### config.mk
export PLATFORM = sky130hd
export DESIGN_NAME = modulo_n_counter
export DESIGN_NICKNAME = d
export VERILOG_FILES = /design/src/rtl/counter_pkg.sv /design/src/rtl/modulo_n_counter.sv
export SDC_FILE = /design/constraint.sdc
export NUM_CORES = 1
export LEC_CHECK = 0
export CAP_MARGIN = 30
export CORE_AREA = 4 4 41 43
export CTS_CLUSTER_DIAMETER = 120
export DETAILED_ROUTE_END_ITERATION = 8
export DIE_AREA = 0 0 45 47
export RECOVER_POWER = 50
export SYNTH_ARGS = -nofsm -noshare
export SYNTH_HDL_FRONTEND = slang
export SYNTH_SLANG_ARGS = --single-unit
### constraint.sdc
create_clock -name clk -period 1.2 [get_ports clk]
set_clock_uncertainty 0.2 [all_clocks]
set_input_delay 0.36 -clock clk [delete_from_list [all_inputs] [get_ports clk]]
set_output_delay 0.36 -clock clk [all_outputs]
set_load 0.02 [all_outputs]
### src/rtl/counter_pkg.sv
// Shared helpers for counter and timebase blocks.
// Width derivation used by every counter instance.
package counter_pkg;

    // Bits needed to hold values 0..n-1 (at least one bit).
    function automatic int calc_width(input int n);
        return (n > 1) ? $clog2(n) : 1;
    endfunction

endpackage

### src/rtl/modulo_n_counter.sv
// Modulo-N up-counter with terminal-count strobe.
// tc of one stage drives en of the next in cascaded chains.
module modulo_n_counter
    import counter_pkg::*;
#(
    parameter  int N     = 10,
    localparam int WIDTH = calc_width(N)
) (
    input  logic             clk,
    input  logic             rst,
    input  logic             en,
    output logic [WIDTH-1:0] count,
    output logic             tc
);

    // Reject a modulus with no states at elaboration.
    if (N < 1) begin : g_bad_n
        $error("modulo_n_counter: N must be >= 1");
    end

    // Terminal value held one bit wider so N = 2^WIDTH cannot overflow.
    localparam logic [WIDTH:0] LAST = (WIDTH + 1)'(N - 1);

    logic [WIDTH-1:0] r_count;
    logic [WIDTH:0]   w_count_ext;
    logic             w_at_last;
    logic             w_wrap;

    assign w_count_ext = {1'b0, r_count};
    assign w_at_last   = (w_count_ext == LAST);
    // Unreachable states above N-1 also wrap, so the counter self-recovers.
    assign w_wrap      = (w_count_ext >= LAST);

    // Count register: reset wins, then wrap-or-increment while enabled.
    always_ff @(posedge clk) begin
        if (rst) begin
            r_count <= '0;
        end else if (en) begin
            if (w_wrap) begin
                r_count <= '0;
            end else begin
                r_count <= r_count + 1'b1;
            end
        end
    end

    assign count = r_count;
    assign tc    = !rst && en && w_at_last;

endmodule

==> impl_summary.txt <==
----------------------------------------------------
[GRT]
  Largest net degree at the start of global routing ... 6
  Total overflow reported by the global router ... 0
  First-pass GRT wire length ... 1150 um
  Global-route usage over all layers ... 8.61%
  Number of global-route vias before repair ... 257
  Initial antenna violation count ... 0

[Die]
  Horiz. Die Dim ... 45 um
  Core ar. ... 1300 um^2
  Row cnt ... 13
  Chip Height ... 47 um
  Die Area ... 2120 um^2
  I/O pin cnt ... 8
  Effective utilization at floorplan ... 18.1%

[Synthesis]
  Proportion of synthesized chip area in sequential cells ... 34.0%
  Post-synth cell types ... 14
  Synth warnings ... 0
  Average size of a mapped cell ... 9.41 um^2
  Net count after synthesis ... 31
  Synthesized netlist cell count ... 25
  Flip-flop and latch count after synthesis ... 4
  Combined area of all synthesized cells ... 235 um^2

[Critical path]
  Critical path's slowest cell ... dfxtp_4
  R2r endpoint ... count[2]
  Startpoint type of the worst setup path ... flip-flop
  Worst reg2reg path depth ... 8
  Worst EP required ... 0.64 ns
  Crit path depth ... 4
  Series of cell instances along the critical path ... inv_4, ha_4, nor4b_4, buf_4
  Worst EP arrival ... 1.09 ns
  Family of cells with the greatest summed delay on the critical path ... flip-flops
  Max stage delay on crit path ... 0.34 ns
  Reg2Reg Launch Point ... count[1]
  Crit path launch ... count[1]
  CP Max Fanout ... 2
  Class of the most critical setup path ... flip-flop to output port
  Reg2Reg Setup Slack ... -0.32 ns
  Crit path to ... tc
  Buffers plus inverters on the worst setup path ... 2
  Kind of end point of the critical path ... output port

[Drt]
  Post-detailed-route wirelength per cell ... 10.9 um
  First-pass DRT Iterations ... 1
  Remaining routing DRC violations ... 0
  Routed Wire Length ... 697 um
  Number of routed nets with antenna violations ... 0
  Routed via count ... 258
  Via count normalized by instance count ... 4.03
  DRC violation total after the first TritonRoute iteration ... 0

[Power]
  Internal power contribution ... 0.352 mW
  Total power per unit cell area ... 927 nW/um^2
  Net switching share of the total power ... 28.0%
  Static power due to leakage ... 0.219 nW
  Worst-case vdd ir drop ... 479 uV
  Part of the power in combinational logic ... 29.9%
  Seq pwr share ... 30.3%
  Clock power frac ... 39.8%
  Switching Power ... 0.137 mW

[Final layout]
  Number of nets in the layout ... 56
  Proportion of layout cells with a drive suffix above 1 ... 71.4%
  Antenna diode count ... 0
  Sequential cell area ... 90.1 um^2
  Count of fill cells added during filler insertion ... 137
  Number of flip-flops under the largest register name ... 4
  Total area of multi-input combinational cells ... 189 um^2
  Synth-to-layout area growth ... 124%

[CTS]
  Clk sinks ... 4
  Number of H-tree branching levels ... 1
  Clock edge transition at the registers on the reported setup and hold paths ... 0.04 ns
  Cell at the root of the clock tree ... clkbuf_4
  Hold Buf Count CTS ... 0
  Number of buffers inserted during clock tree synthesis ... 3
  Clk Latency, worst-skew pair ... 0.24 ns
  Clock tree from TritonCTS ... built
  Buffer depth of the longest clock path ... 2

[Timing]
  Pins Over Slew Limit ... 0
  WHS ... 0.383 ns
  Max-slew headroom ... 86.0%
  Number of failing hold endpoints at the final stage ... 0
  Time the worst path needs with I/O delays and setup ... 1.65 ns
  Slew at the pin with the worst max-slew slack ... 0.208 ns
  Setup WS post-layout ... -0.454 ns
  Fmax ... 605 MHz
  RSZ-0062 raised after global routing ... yes
  Endpoints failing setup ... 9
  Fin crit share ... 138%

[Run status]
  Violated checks ... setup timing
  Run status ... finished with violations

[Placed design]
  Port buffer count ... 7
  Routability-driven placement congestion ratio ... 0.648
  Post-Place Worst Slack ... -1.15 ns
  Detail Placement HPWL ... 439 um

[Hold path]
  Class of the worst hold path ... primary input to flip-flop

[Flow run]
  Max Cap Violations ... 0

----------------------------------------------------
==> worst min-delay path by stage <==
stage,startpoint,end,slack (ns),depth (start not counted)
CTS,rst,count[1],0.38,3
detailed placement,count[0],count[0],0.47,3
floorplan,rst,count[1],0.22,1
global route,rst,count[1],0.40,3
global placement,count[0],count[0],0.46,3
finish,rst,count[1],0.38,3
==> synthesized netlist by cell type (all sizes together) <==
| cell type | number | area (um^2) |
|---|---|---|
| dfxtp | 4 | 80.1 |
| ha | 3 | 37.5 |
| inv | 3 | 11.3 |
| nor2 | 3 | 11.3 |
| nand2 | 2 | 7.51 |
| xnor2 | 2 | 17.5 |
| a21oi | 1 | 5.00 |
| nand4 | 1 | 6.26 |
| nor3b | 1 | 12.5 |
| nor4b | 1 | 15.0 |
| o211ai | 1 | 7.51 |
| o21bai | 1 | 7.51 |
| or2b | 1 | 7.51 |
| xor2 | 1 | 8.76 |
==> power groups by stage <==
stage	Sequential, mW	Clock, mW	Combinational, mW
floorplan	0.165	0	0.0399
global placement	0.150	0	0.107
detailed placement	0.150	0	0.108
CTS	0.149	0.195	0.132
global route	0.150	0.213	0.158
finish	0.149	0.195	0.146
==> cells by family (layout without fill, tap and decap cells) <==
family | Yosys count | in the layout | synth area share [%]
AO/OA/AOI/OAI | 3 | 3 | 8.51
XOR/XNOR | 3 | 3 | 11.2
adder cells (fa/ha/maj) | 3 | 3 | 16.0
buffers and inverters | 3 | 27 | 4.79
flip-flops | 4 | 4 | 34.0
AND/OR/NAND/NOR | 9 | 9 | 25.5
==> timing repair <==
action / CTS / global route
hold endpoints to repair: 0 / 0
setup endpoints to repair: 9 / 9
gates resized for setup: 37 / 6
setup buffers: 5 / 1
pin swaps: 5 / 5
==> cells in the final DEF (no fill, tap or decap) <==
cell / netlist / routed
nor4b_4: 0 / 1
nor3b_2: 1 / 1
buf_4: 0 / 8
clkbuf_4: 0 / 3
o211ai_1: 1 / 1
inv_1: 3 / 1
clkbuf_1: 0 / 1
inv_2: 0 / 1
ha_2: 0 / 1
o21bai_2: 0 / 1
nand4_1: 1 / 1
nand2_2: 0 / 2
or2b_1: 1 / 1
inv_4: 0 / 1
dfxtp_4: 0 / 2
dfxtp_2: 0 / 2
a21oi_1: 1 / 1
buf_6: 0 / 10
dlygate4sd2_1: 0 / 2
nor2_1: 3 / 3
ha_4: 0 / 2
xnor2_1: 2 / 2
xor2_1: 1 / 1
==> per-stage QoR <==
stage / cell area, um^2 / cells / setup TNS (ns) / total power, mW / util, %
after floorplan: 270 / 25 / -0.653 / 0.205 / -
after global placement: 412 / 54 / -4.32 / 0.257 / 31.6
after detailed placement: 412 / 54 / -4.34 / 0.259 / 31.6
after CTS: 494 / 63 / -2.16 / 0.476 / 38.0
after global routing: 528 / 64 / -2.64 / 0.520 / 40.6
final: 528 / 64 / -2.16 / 0.490 / 40.6
==> routing by layer <==
| metal | track usage (%) | vias to the layer above | wire, um |
|---|---|---|---|
| met3 | 3.45 | 2 | 32 |
| met2 | 14.1 | 5 | 404 |
| met4 | 8.77 | 0 | 12 |
| li1 | - | 132 | - |
| met5 | 0 | - | 0 |
| met1 | 7.95 | 119 | 248 |
==> final cells by class <==
cell class | count | area share [%]
flip-flops and latches | 4 | 17.1
repair buffers | 20 | 36.0
clock buffers | 4 | 4.98
well taps | 15 | 3.55
multi-input cells | 18 | 35.8
inverters | 3 | 2.61
==> worst reg2reg max path: cells and delay by family (launching register included) <==
family        cells  cell delay, ns
simple gates      2            0.13
buf+inv           4            0.45
fa+ha+maj         1            0.15
flops             1            0.34
xor+xnor          1            0.14
Note: power is estimated with default switching activity, not from simulation.
